[src/rtl/push_pkg.sv]
// Shared definitions for the push-button conditioner: button indices, per-button
// FSM encoding and the chord detector used to freeze auto-repeat.
package push_pkg;

   localparam int unsigned NUM_BTN    = 5;
   localparam int unsigned BTN_ARRIBA = 0;
   localparam int unsigned BTN_ABAJO  = 1;
   localparam int unsigned BTN_IZQ    = 2;
   localparam int unsigned BTN_DER    = 3;
   localparam int unsigned BTN_CENTRO = 4;

   localparam logic [1:0] ST_IDLE   = 2'd0;
   localparam logic [1:0] ST_DELAY  = 2'd1;
   localparam logic [1:0] ST_REPEAT = 2'd2;
   localparam logic [1:0] ST_HELD   = 2'd3;

   // High when two or more direction buttons are held together.
   function automatic logic is_chord(input logic [BTN_DER:0] lvl);
      return $countones(lvl) > 1;
   endfunction

endpackage

[src/rtl/debounce_cell.sv]
// One button: 2-FF synchroniser, consecutive-mismatch counter and stable level,
// with registered one-cycle rise/fall strobes aligned to the cycle after the change.
module debounce_cell #(
   parameter int unsigned DEBOUNCE_CYCLES = 1_000_000
) (
   input  logic clk,
   input  logic Reset,
   input  logic btn_raw,
   output logic stable,
   output logic rise,
   output logic fall
);

   localparam int unsigned    CW       = $clog2(DEBOUNCE_CYCLES);
   localparam logic [CW-1:0]  CNT_LAST = CW'(DEBOUNCE_CYCLES - 1);

   logic          sync1_q, sync1_d;
   logic          sync2_q, sync2_d;
   logic          stable_q, stable_d;
   logic          rise_q, rise_d;
   logic          fall_q, fall_d;
   logic [CW-1:0] cnt_q, cnt_d;

   always_comb begin
      sync1_d  = btn_raw;
      sync2_d  = sync1_q;
      cnt_d    = '0;
      stable_d = stable_q;
      rise_d   = 1'b0;
      fall_d   = 1'b0;
      // Any cycle where the synchronised input agrees with stable restarts the count.
      if (sync2_q != stable_q) begin
         if (cnt_q == CNT_LAST) begin
            stable_d = sync2_q;
            rise_d   = sync2_q;
            fall_d   = ~sync2_q;
         end else begin
            cnt_d = cnt_q + 1'b1;
         end
      end
   end

   always_ff @(posedge clk) begin
      if (Reset) begin
         sync1_q  <= 1'b0;
         sync2_q  <= 1'b0;
         stable_q <= 1'b0;
         rise_q   <= 1'b0;
         fall_q   <= 1'b0;
         cnt_q    <= '0;
      end else begin
         sync1_q  <= sync1_d;
         sync2_q  <= sync2_d;
         stable_q <= stable_d;
         rise_q   <= rise_d;
         fall_q   <= fall_d;
         cnt_q    <= cnt_d;
      end
   end

   assign stable = stable_q;
   assign rise   = rise_q;
   assign fall   = fall_q;

endmodule

[src/rtl/push_conditioner.sv]
// Debounces the five editing buttons and turns them into press pulses plus
// auto-repeat step pulses, with direction priority, chord freeze and enable gating.
module push_conditioner
   import push_pkg::*;
#(
   parameter int unsigned         DEBOUNCE_CYCLES = 1_000_000,
   parameter int unsigned         REPEAT_DELAY    = 50_000_000,
   parameter int unsigned         REPEAT_PERIOD   = 15_000_000,
   parameter logic [NUM_BTN-1:0]  REPEAT_MASK     = 5'b00011
) (
   input  logic               clk,
   input  logic               Reset,
   input  logic               enable,
   input  logic [NUM_BTN-1:0] btn_raw,
   output logic [NUM_BTN-1:0] btn_level,
   output logic [NUM_BTN-1:0] btn_press,
   output logic [NUM_BTN-1:0] btn_step
);

   localparam int unsigned TMR_MAX = (REPEAT_DELAY > REPEAT_PERIOD) ? REPEAT_DELAY
                                                                      : REPEAT_PERIOD;
   localparam int unsigned TW      = ($clog2(TMR_MAX) < 1) ? 1 : $clog2(TMR_MAX);
   localparam logic [TW-1:0] DELAY_LOAD  = TW'(REPEAT_DELAY - 1);
   localparam logic [TW-1:0] PERIOD_LOAD = TW'(REPEAT_PERIOD - 1);

   logic [NUM_BTN-1:0] stable, rise, fall, win;
   logic [BTN_DER:0]   dir_rise, dir_win;
   logic               chord;

   logic [1:0]         st_q [NUM_BTN];
   logic [1:0]         st_d [NUM_BTN];
   logic [TW-1:0]      tmr_q [NUM_BTN];
   logic [TW-1:0]      tmr_d [NUM_BTN];
   logic [NUM_BTN-1:0] press_q, press_d;
   logic [NUM_BTN-1:0] step_q, step_d;

   for (genvar g = 0; g < NUM_BTN; g++) begin : g_cell
      debounce_cell #(
         .DEBOUNCE_CYCLES(DEBOUNCE_CYCLES)
      ) u_cell (
         .clk    (clk),
         .Reset  (Reset),
         .btn_raw(btn_raw[g]),
         .stable (stable[g]),
         .rise   (rise[g]),
         .fall   (fall[g])
      );
   end

   // Lowest set bit wins: arriba outranks abajo outranks izquierda outranks derecha.
   assign dir_rise = rise[BTN_DER:0] & {(BTN_DER + 1){enable}};
   assign dir_win  = dir_rise & (~dir_rise + 1'b1);
   assign win      = {rise[BTN_CENTRO] & enable, dir_win};
   assign chord    = is_chord(stable[BTN_DER:0]);

   always_comb begin
      press_d = '0;
      step_d  = '0;
      for (int i = 0; i < NUM_BTN; i++) begin
         st_d[i]  = st_q[i];
         tmr_d[i] = tmr_q[i];
         if (fall[i]) begin
            st_d[i] = ST_IDLE;
         end else if (!enable && stable[i]) begin
            st_d[i] = ST_HELD;
         end else begin
            case (st_q[i])
               ST_IDLE: begin
                  if (rise[i]) begin
                     if (!win[i]) begin
                        st_d[i] = ST_HELD;
                     end else begin
                        press_d[i] = 1'b1;
                        step_d[i]  = 1'b1;
                        if (REPEAT_MASK[i]) begin
                           st_d[i]  = ST_DELAY;
                           tmr_d[i] = DELAY_LOAD;
                        end else begin
                           st_d[i] = ST_HELD;
                        end
                     end
                  end
               end
               ST_DELAY, ST_REPEAT: begin
                  if (!chord) begin
                     if (tmr_q[i] == '0) begin
                        step_d[i] = 1'b1;
                        tmr_d[i]  = PERIOD_LOAD;
                        st_d[i]   = ST_REPEAT;
                     end else begin
                        tmr_d[i] = tmr_q[i] - 1'b1;
                     end
                  end
               end
               default: ;
            endcase
         end
      end
   end

   always_ff @(posedge clk) begin
      if (Reset) begin
         for (int i = 0; i < NUM_BTN; i++) begin
            st_q[i]  <= ST_IDLE;
            tmr_q[i] <= '0;
         end
         press_q <= '0;
         step_q  <= '0;
      end else begin
         st_q    <= st_d;
         tmr_q   <= tmr_d;
         press_q <= press_d;
         step_q  <= step_d;
      end
   end

   assign btn_level = stable;
   assign btn_press = press_q & {NUM_BTN{enable}};
   assign btn_step  = step_q & {NUM_BTN{enable}};

endmodule

[config.mk]
export PLATFORM = sky130hd
export DESIGN_NAME = push_conditioner
export DESIGN_NICKNAME = d
export VERILOG_FILES = /design/src/rtl/push_pkg.sv /design/src/rtl/debounce_cell.sv /design/src/rtl/push_conditioner.sv
export SDC_FILE = /design/constraint.sdc
export NUM_CORES = 1
export LEC_CHECK = 0
export ABC_AREA = 0
export BUFFER_PORTS_ARGS = -buffer_cell sky130_fd_sc_hd__buf_2
export CORE_MARGIN = 2
export CORE_UTILIZATION = 60
export DETAILED_ROUTE_END_ITERATION = 16
export PLACE_DENSITY_LB_ADDON = 0.1
export SLEW_MARGIN = 20
export SYNTH_ARGS = -nofsm -noshare
export SYNTH_HDL_FRONTEND = slang
export SYNTH_SLANG_ARGS = --single-unit
[constraint.sdc]
create_clock -name clk -period 3.78 [get_ports clk]
set_clock_uncertainty 0.1 [all_clocks]
set_input_delay 0.189 -clock clk [delete_from_list [all_inputs] [get_ports clk]]
set_output_delay 0.189 -clock clk [all_outputs]
set_load 0.1 [all_outputs]
==> reports/metrics.cfg, run 1 <==
[outcome]
status = complete, no violations

[floorplanning]
core_area_um2 = 21200
dieArea_um2 = 22900
die_height_um = 151
initial_utilization_pct = 61.5
rows = 53
ios = 23
die-width_um = 151

[power_and_ir_drop]
p_per_area_nw_per_um2 = 418
switching_power_mw = 1.23
leakage_nw = 5.23
pwr-share-comb_pct = 1.2
power.share.switching_pct = 20.4
seqPwrFrac_pct = 48.5
internal_power_mw = 4.78
clkPwrFrac_pct = 50.3
vdd_drop_max_mv = 0.458

[timing]
setup_viol = 0
fin_setup_tns_ns = 0
period_minus_slack_ns = 3.20
fin_crit_sh_pct = 84.6
holdWs_ns = 0.0417
timing.slew.headroom_pct = 45.1
timing.fmax_ghz = 0.313
drv_slew = 0
worstMarginPinSlew_ns = 0.816
final-hold-violation-count = 0
grt_setup_unrepaired = false

[worst_setup_path]
crit_path_start_kind = flip-flop
cp_data_required_time_ns = 4.14
r2r_slack_ns = 0.58
rr_startpoint = g_cell[0].u_cell.stable$_SDFFE_PP0N_
crit_start = g_cell[0].u_cell.stable$_SDFFE_PP0N_
critical-path-max-stage-delay_ns = 0.58
r2r_cells = 8
crit_path_end = tmr_q[120]$_SDFFE_PP0P_
cp_num_buf_inv = 2
setup.worst_path.class = reg2reg
cp_cell_sequence = inv_1, fa_1, nand2b_1, nand2_1, a211o_1, buf_4, or4_1, a21oi_1
path_delay_family = simple AND/OR/NAND/NOR gates
crit_cells = 8
critPathArrivalTime_ns = 3.56
worstPathMaxFanout = 16
r2r_end = tmr_q[120]$_SDFFE_PP0P_
critPathSlowestCell = fa_1
setup.worst_path.end_class = flip-flop

[drt]
wire_per_inst_um = 15.1
vias_per_cell = 6.00
vias = 11000
wirelength_um = 27600
remaining_drc_errors = 0
drt-initial-drc-count = 631
first_pass_iters = 6
ant_nets = 0

[global_route]
grt_pass1_wl_um = 46500
antenna_found_initial = 0
grt_pass1_vias = 10200
use_met2_pct = 41.2
busiest_layer = met2
use_met3_pct = 3.07
use_met1_pct = 32.5
grt_max_degree = 64
globalRouteTotalUtil_pct = 24.1
grt-ovfl-total = 0

[synth]
yosys.area.top_type = dfxtp_1
async_flop_share_pct = 0
syn-num-nets = 1560
syn_avg_cell_area_um2 = 8.51
syn_area_um2 = 13000
ys_ff_latch = 275
synth_edf_count = 0
yosys.area.top_type_share_pct = 42.3
ys_warn_count = 0
ys_seq_area_share_pct = 42.3
yosys_most_used_dff = dfxtp_1
netlist-cell-type-count = 74
synthCells = 1528
synth_area_leaders = dfxtp_1 42%, nor2_1 5.9%, xnor2_1 4.7%

[clock_tree]
worstSkewPairLatency_ns = 0.55
clk_pin_slew_worst_paths_ns = 0.06
cts.sinks = 275
cts_root_buffer = clkbuf_16
cts_max_level = 1
cts_made_buffers = 30
cts_setup_buffers = 0
clock_path_buffers = 3
cts_tree = done

[cells_and_area]
final_nets = 1562
n_antenna_cell = 0
nFillCells = 1719
areaGrowthSynthToFinish_pct = 10.4
drive_gt1_share_pct = 7.60
final_area_um2 = 14400

[placed_design]
dpl-instance-area_um2 = 13300
port_buffers = 22
place_congestion = 0.874
hpwl_um = 18300

[run]
drv_cap = 0

[min_path]
hold_class = in2reg

flip-flops by register name, summed over array words and instances, names as in the netlist:
| signal | count |
|---|---|
| g_cell.u_cell.fall | 5 |
| g_cell.u_cell.cnt_q | 100 |
| g_cell.u_cell.sync2_q | 5 |
| st_q | 10 |
| g_cell.u_cell.stable | 5 |
| g_cell.u_cell.rise | 5 |
| press_q | 5 |
| step_q | 5 |
| g_cell.u_cell.sync1_q | 5 |
| tmr_q | 130 |
timing repair:
item | CTS | global route
hold buffers | 5 | 0
resized for setup | 0 | 0
hold endpoints to repair | 5 | 0
cell usage after synthesis, types with 5 or more instances:
cell type and n:
a221oi_1 6, a41o_1 6, and3_1 23, or3_1 28, and2_1 15, or4_1 36
clkbuf_1 58, dfxtp_1 275, o41ai_1 7, nand2b_1 26, mux2i_1 6, o31ai_1 25
xor2_1 66, inv_1 50, ha_1 23, o21ai_0 54, nand3_1 64, a31oi_1 25
nand3b_1 7, or4_4 5, a211oi_1 8, o32ai_1 5, nor2b_1 17, nor4b_1 15
nand4_1 44, nor2_1 204, nor4_1 52, buf_4 6, nand4b_1 6, nand2_1 78
a21oi_1 76, xnor2_1 70, and4_1 5, nor3_1 61, or2_2 10
worst register-to-register path, cell delays in order (launching register included):
cell	delay (ns)
dfxtp_1	0.40
inv_1	0.11
fa_1	0.58
nand2b_1	0.23
nand2_1	0.24
a211o_1	0.53
buf_4	0.27
or4_1	0.50
a21oi_1	0.15
placed cells by master, fill, tap and decap left out, types with 25 or more instances in the layout:
| cell | n |
|---|---|
| a21oi_1 | 76 |
| nor3_1 | 61 |
| o31ai_1 | 25 |
| xor2_1 | 66 |
| nand3_1 | 64 |
| o21ai_0 | 54 |
| a31oi_1 | 25 |
| xnor2_1 | 70 |
| dfxtp_1 | 275 |
| or4_1 | 36 |
| nor4_1 | 52 |
| nand2_1 | 78 |
| or3_1 | 28 |
| nand4_1 | 44 |
| inv_1 | 50 |
| nor2_1 | 204 |
| nand2b_1 | 26 |
| clkbuf_16 | 30 |
per-stage QoR:
step	setup WS [ns]	std cells	utilization, %	total power, mW
detailed placement	0.610	1768	62.7	3.04
global route	0.380	1828	67.8	6.16
global placement	0.744	1768	62.7	3.04
finish	0.582	1828	67.8	6.00
CTS	0.581	1828	67.8	6.06
floorplan	0.968	1528	-	3.02
power groups by stage:
stage | combinational (mW) | clock [mW] | sequential, mW
2_1_floorplan | 0.0492 | 0 | 2.97
3_3_place_gp | 0.0703 | 0 | 2.97
3_5_place_dp | 0.0705 | 0 | 2.97
4_1_cts | 0.0749 | 3.07 | 2.91
5_1_grt | 0.0824 | 3.17 | 2.91
6_report | 0.0745 | 3.02 | 2.91
kinds of logic (layout without fill, tap and decap cells):
| family | count (synthesis) | count (layout) | synth area share [%] |
|---|---|---|---|
| compound gates | 253 | 253 | 12.5 |
| xor+xnor | 136 | 136 | 9.16 |
| fa+ha+maj | 24 | 24 | 2.37 |
| buf+inv | 120 | 145 | 3.72 |
| flops | 275 | 275 | 42.3 |
| mux | 6 | 6 | 0.462 |
| simple gates | 714 | 714 | 29.4 |
metal layers:
metal / wire (µm) / vias to the layer above
met3: 1200 / 35
met5: 0 / -
met2: 12600 / 216
li1: - / 5530
met4: 441 / 0
met1: 13300 / 5191
worst min-delay path by stage:
stage / start / to / slack, ns / cells past startpoint
floorplan: btn_raw[0] / g_cell[0].u_cell.sync1_q$_SDFF_PP0_ / 0.22 / 1
global placement: btn_raw[3] / g_cell[3].u_cell.sync1_q$_SDFF_PP0_ / 0.30 / 2
detailed placement: btn_raw[1] / g_cell[1].u_cell.sync1_q$_SDFF_PP0_ / 0.30 / 2
CTS: enable / step_q[0]$_SDFF_PP0_ / 0.02 / 3
global route: enable / press_q[4]$_SDFF_PP0_ / 0.07 / 3
finish: enable / press_q[4]$_SDFF_PP0_ / 0.04 / 3
layout make-up:
type / instances / area (µm²) / share of cell area [%]
multi-input cells: 1133 / 7020 / 48.9
flip-flops and latches: 275 / 5510 / 38.4
clock buffers: 42 / 856 / 5.96
well taps: 275 / 344 / 2.40
repair buffers: 40 / 260 / 1.81
inverters: 50 / 188 / 1.31
clock inverters: 13 / 183 / 1.27
No activity file was read; power rests on OpenSTA's default activity.
==> run 2, diff against run 1 <==
==> constraint.sdc (replaced) <==
create_clock -name clk -period 3.24 [get_ports clk]
set_clock_uncertainty 0.1 [all_clocks]
set_input_delay 0.162 -clock clk [delete_from_list [all_inputs] [get_ports clk]]
set_output_delay 0.162 -clock clk [all_outputs]
set_load 0.1 [all_outputs]
==> run 2 against run 1 <==
Against the previous run: sequential power is 16% higher; final cell count is 1.1% higher; sequential share of layout area is 0.31 points lower; die area stayed put; utilization is 0.54 points higher; first-iteration DRC count is 2.4% higher; non-clock buffer count is 22 higher; fmax is 4.9% higher; largest cell class unchanged; register-to-register slack worse by 0.39 ns; sequential cell count stayed put; clock-buffer cell count is 2 lower.
==> reports/metrics.cfg, run 2 (same netlist as run 1, synthesis figures left out) <==
[power_and_ir_drop]
vdd_drop_max_mv = 0.509  ; +11%
p_per_area_nw_per_um2 = 473  ; +13%
leakage_nw = 5.32  ; +1.6%

[clock_tree]
worstSkewPairLatency_ns = 0.55  ; about the same
cts.sinks = 275  ; unchanged
cts_max_level = 1  ; unchanged
cts_root_buffer = clkbuf_16
clk_pin_slew_worst_paths_ns = 0.06  ; about the same
cts_tree = done
clock_path_buffers = 3  ; unchanged
cts_made_buffers = 29  ; -3.3%

[global_route]
antenna_found_initial = 0  ; unchanged
grt_pass1_wl_um = 47400  ; +1.9%
grt-ovfl-total = 0  ; unchanged
globalRouteTotalUtil_pct = 24.6  ; +0.57 points
grt_pass1_vias = 10200  ; +0.049%
grt_max_degree = 48  ; -25%

[timing]
timing.fmax_ghz = 0.328  ; +4.9%
timing.slew.headroom_pct = 39.2  ; -6.0 points
fin_crit_sh_pct = 94.1  ; +9.5 points
period_minus_slack_ns = 3.05  ; -0.150 ns
setup_viol = 0  ; unchanged
grt_setup_unrepaired = false
worstMarginPinSlew_ns = 0.904  ; +0.0885 ns
fin_setup_tns_ns = 0  ; unchanged
drv_slew = 0  ; unchanged
final-hold-violation-count = 0  ; unchanged

[worst_setup_path]
critical-path-max-stage-delay_ns = 0.58  ; about the same
r2r_end = tmr_q[128]$_SDFFE_PP0P_
rr_startpoint = g_cell[0].u_cell.stable$_SDFFE_PP0N_
setup.worst_path.end_class = flip-flop
cp_cell_sequence = inv_1, fa_1, nand2b_1, nand2_1, a211o_1, buf_4, or4_1, a21oi_1
cp_data_required_time_ns = 3.61  ; -0.53 ns
crit_path_start_kind = flip-flop
r2r_cells = 8  ; unchanged
r2r_slack_ns = 0.19  ; -0.39 ns
critPathSlowestCell = fa_1
setup.worst_path.class = reg2reg
critPathArrivalTime_ns = 3.41  ; -0.15 ns
worstPathMaxFanout = 15  ; -1

[drt]
drt-initial-drc-count = 646  ; +2.4%
remaining_drc_errors = 0  ; unchanged
vias_per_cell = 5.96  ; -0.69%
first_pass_iters = 7  ; +1
wire_per_inst_um = 15.3  ; +1.8%
ant_nets = 0  ; unchanged
wirelength_um = 28400  ; +2.9%
vias = 11000  ; +0.40%

[floorplanning]
initial_utilization_pct = 61.5  ; unchanged
die-width_um = 151  ; unchanged
ios = 23  ; unchanged
rows = 53  ; unchanged
core_area_um2 = 21200  ; unchanged
dieArea_um2 = 22900  ; unchanged
die_height_um = 151  ; unchanged

[min_path]
holdPathEnd = g_cell[2].u_cell.sync1_q$_SDFF_PP0_
whs_path_depth = 3  ; unchanged
hold_class = in2reg
min_from = btn_raw[2]

[run]
drv_cap = 0  ; unchanged

[cells_and_area]
n_antenna_cell = 0  ; unchanged
largest_reg_flops = 130  ; unchanged
multiInputGateArea_um2 = 7020  ; unchanged
seqCellArea_um2 = 5510  ; unchanged
areaGrowthSynthToFinish_pct = 11.3
nFillCells = 1740  ; +1.2%
drive_gt1_share_pct = 8.58  ; +0.98 points
final_cell_mix = 275 x dfxtp_1, 204 x nor2_1, 78 x nand2_1, 76 x a21oi_1, 70 x xnor2_1
final_common_cell = dfxtp_1
fin_util_pct = 68.4  ; +0.54 points
top_regs = tmr_q: 130 flops, g_cell.u_cell.cnt_q: 100 flops, st_q: 10 flops
final_nets = 1583  ; +1.3%
regMostFlops = tmr_q

[placed_design]
port_buffers = 22  ; unchanged
place_congestion = 0.860  ; -1.6%
hpwl_um = 18900  ; +3.1%

[outcome]
status = complete, no violations

## run 2: cell type report
class	count	area share, %
Sequential cell	275	38.1
Inverter	50	1.30
Clock inverter	13	1.05
Multi-Input combinational cell	1133	48.5
Clock buffer	40	5.72
Tap cell	275	2.38
Timing Repair Buffer	62	3.01
## run 2: worst max-delay path by stage
stage                                                    start                      end  slack [ns]  cells past startpoint
after floorplan           g_cell[0].u_cell.stable$_SDFFE_PP0N_   tmr_q[24]$_SDFFE_PP0P_        0.43                      9
after global placement    g_cell[0].u_cell.stable$_SDFFE_PP0N_  tmr_q[128]$_SDFFE_PP0P_        0.35                      8
after detailed placement  g_cell[0].u_cell.stable$_SDFFE_PP0N_  tmr_q[128]$_SDFFE_PP0P_        0.29                      8
after CTS                 g_cell[0].u_cell.stable$_SDFFE_PP0N_  tmr_q[128]$_SDFFE_PP0P_        0.22                      8
after global routing      g_cell[0].u_cell.stable$_SDFFE_PP0N_  tmr_q[128]$_SDFFE_PP0P_        0.04                      8
final                     g_cell[0].u_cell.stable$_SDFFE_PP0N_  tmr_q[128]$_SDFFE_PP0P_        0.19                      8
## run 2: worst max-delay path: cells and delay by family, from the launching register on
kind	cells	cell delay, ns
compound gates	2	0.64
simple gates	3	0.94
buf+inv	2	0.33
fa+ha+maj	1	0.58
flops	1	0.39
## run 2: timing repair
item,CTS,global route
endpoints found under the hold margin,12,0
resized for setup,0,0
endpoints found under the setup margin,0,0
setup buffers,0,0
hold buffers,9,0
## run 2: where the power goes
group | leakage [nW] | switching, mW | internal, mW
sequential | 2.22 | 0.00512 | 3.39
combinational | 2.61 | 0.0641 | 0.0268
clock | 0.489 | 1.34 | 2.02
total | 5.32 | 1.41 | 5.44
## run 2: metrics by stage
stage               setup WS (ns)  cell area (µm²)  instances  hold slack (ns)  total power, mW
finish                      0.191            14500       1848            0.295             6.85
global route               0.0412            14500       1848            0.293             7.06
detailed placement          0.286            13400       1786            0.302             3.55
floorplan                   0.428            13000       1528            0.190             3.52
CTS                         0.219            14500       1848            0.281             6.90
global placement            0.352            13400       1786            0.275             3.55
## run 2: routing by layer
| metal | GRT usage (%) | vias up | wire [µm] |
|---|---|---|---|
| met5 | 0 | - | 0 |
| met1 | 33.3 | 5208 | 13600 |
| li1 | - | 5540 | - |
| met2 | 41.0 | 214 | 13000 |
| met4 | 7.43 | 0 | 681 |
| met3 | 3.49 | 54 | 1080 |
==> run 3, diff against run 2 <==
--- a/config.mk
+++ b/config.mk
@@ -9,9 +9,9 @@
 export BUFFER_PORTS_ARGS = -buffer_cell sky130_fd_sc_hd__buf_2
 export CORE_MARGIN = 2
 export CORE_UTILIZATION = 60
+export CTS_BUF_LIST = sky130_fd_sc_hd__clkbuf_8
 export DETAILED_ROUTE_END_ITERATION = 16
 export PLACE_DENSITY_LB_ADDON = 0.1
-export SLEW_MARGIN = 20
 export SYNTH_ARGS = -nofsm -noshare
 export SYNTH_HDL_FRONTEND = slang
 export SYNTH_SLANG_ARGS = --single-unit
==> run 3 against run 2 <==
Against the previous run: sequential cell count did not move; clock power is 15% lower; fmax grew 0.95%; critical path depth shrank 1; power decreased by 7.6%.
==> reports/metrics.cfg, run 3 (same netlist as run 1, synthesis figures left out) <==
[cells_and_area]
final_common_cell = dfxtp_1
fin_util_pct = 67.8  ; -0.59 points
drive_gt1_share_pct = 9.13  ; +0.55 points
final_cell_mix = 275 x dfxtp_1, 204 x nor2_1, 78 x nand2_1, 76 x a21oi_1
areaGrowthSynthToFinish_pct = 10.3
final_area_um2 = 14300  ; -0.86%
nFillCells = 1787  ; +2.7%
finalNonFillerCells = 1874  ; +1.4%
final_nets = 1599  ; +1.0%
top_regs = tmr_q: 130 flops, g_cell.u_cell.cnt_q: 100 flops, st_q: 10 flops
n_antenna_cell = 0  ; unchanged
regMostFlops = tmr_q
largest_reg_flops = 130  ; unchanged

[clock_tree]
cts_root_buffer = clkbuf_8
clock_path_buffers = 3  ; unchanged
cts_tree = done
worstSkewPairLatency_ns = 0.54  ; about the same
cts_resized = 0  ; unchanged
cts.sinks = 275  ; unchanged
clk_pin_slew_worst_paths_ns = 0.06  ; about the same
cts_made_buffers = 45  ; +55%
cts_max_level = 2  ; +1

[drt]
vias_per_cell = 5.94  ; -0.34%
remaining_drc_errors = 0  ; unchanged
drt-initial-drc-count = 665  ; +2.9%
wire_per_inst_um = 14.9  ; -2.8%
vias = 11100  ; +1.1%
ant_nets = 0  ; unchanged
first_pass_iters = 5  ; -2
wirelength_um = 28000  ; -1.5%

[timing]
fin_crit_sh_pct = 93.2  ; -0.89 points
setup_viol = 0  ; unchanged
timing.fmax_ghz = 0.331  ; +0.95%
period_minus_slack_ns = 3.02  ; -0.0287 ns
worstMarginPinSlew_ns = 0.919  ; +0.0147 ns
grt_setup_unrepaired = false
final-hold-violation-count = 0  ; unchanged
fin_setup_tns_ns = 0  ; unchanged
setup_slack_ns = 0.220  ; +0.0287 ns
timing.slew.headroom_pct = 38.2  ; -0.99 points
drv_slew = 0  ; unchanged

[run]
drv_cap = 0  ; unchanged

[worst_setup_path]
cp_data_required_time_ns = 3.59  ; -0.02 ns
critPathArrivalTime_ns = 3.37  ; -0.04 ns
setup.worst_path.class = reg2reg
setup.worst_path.end_class = flip-flop
crit_path_start_kind = flip-flop
worstPathMaxFanout = 11  ; -4

[min_path]
hold_class = in2reg

[global_route]
grt_pass1_vias = 10300  ; +0.89%
grt_pass1_wl_um = 46900  ; -1.0%
grt_max_degree = 48  ; unchanged
grt-ovfl-total = 0  ; unchanged
globalRouteTotalUtil_pct = 24.4  ; -0.28 points
antenna_found_initial = 0  ; unchanged

[floorplanning]
ios = 23  ; unchanged
dieArea_um2 = 22900  ; unchanged
rows = 53  ; unchanged
die-width_um = 151  ; unchanged
die_height_um = 151  ; unchanged
initial_utilization_pct = 61.5  ; unchanged
core_area_um2 = 21200  ; unchanged

[placed_design]
dp.cells = 1786  ; unchanged
dpl-instance-area_um2 = 13400  ; unchanged
port_buffers = 22  ; unchanged
place_congestion = 0.860  ; unchanged
hpwl_um = 18900  ; unchanged
pre_cts_slack_ns = 0.286  ; unchanged

[outcome]
status = complete, no violations

[power_and_ir_drop]
leakage_nw = 5.34  ; +0.46%
p_per_area_nw_per_um2 = 441  ; -6.8%
vdd_drop_max_mv = 0.366  ; -28%

run 3: layer usage:
| layer | track usage, % | vias up | routed length, µm |
|---|---|---|---|
| li1 | - | 5588 | - |
| met1 | 32.8 | 5228 | 13300 |
| met2 | 40.2 | 266 | 12600 |
| met3 | 4.07 | 51 | 1450 |
| met4 | 7.24 | 0 | 563 |
| met5 | 0 | - | 0 |
run 3: final cells by class:
cell class	instances	area, µm²	share of cell area (%)
sequential	275	5510	38.4
tap	275	344	2.40
clock inverter	24	97.6	0.680
multi-input combinational	1133	7020	48.9
inverter	50	188	1.31
clock buffer	55	757	5.28
timing repair buffer	62	435	3.04
run 3: final timing paths:
path | start | to | slack (ns) | cells after the start
worst max register to register | g_cell[0].u_cell.stable$_SDFFE_PP0N_ | tmr_q[46]$_SDFFE_PP0P_ | 0.22 | 7
worst min register to register | g_cell[2].u_cell.sync1_q$_SDFF_PP0_ | g_cell[2].u_cell.sync2_q$_SDFF_PP0_ | 0.34 | 1
worst max-delay path | g_cell[0].u_cell.stable$_SDFFE_PP0N_ | tmr_q[46]$_SDFFE_PP0P_ | 0.22 | 7
worst min-delay path | btn_raw[1] | g_cell[1].u_cell.sync1_q$_SDFF_PP0_ | 0.30 | 3
run 3: worst max-delay path, cell delays in order, from the launching register on:
cell and delay [ns]:
dfxtp_1 0.39, inv_1 0.11, fa_1 0.58, nand2b_1 0.29
and4_1 0.49, nand4_1 0.31, or4_1 0.48, a21oi_1 0.18
run 3: metrics by stage:
step / total power [mW] / hold WS (ns)
finish: 6.33 / 0.298
global route: 6.55 / 0.306
floorplan: 3.52 / 0.190
global placement: 3.55 / 0.275
detailed placement: 3.55 / 0.302
CTS: 6.39 / 0.278
run 3: repair_timing:
action | CTS | global route
hold buffers | 9 | 0
setup buffers | 0 | 0
hold endpoints to repair | 20 | 0
run 3: where the power goes:
| part | internal [mW] | total (mW) | switching, mW |
|---|---|---|---|
| Combinational | 0.0268 | 0.0903 | 0.0636 |
| Sequential | 3.39 | 3.39 | 0.00487 |
| Clock | 1.52 | 2.84 | 1.32 |
| Total | 4.94 | 6.33 | 1.39 |
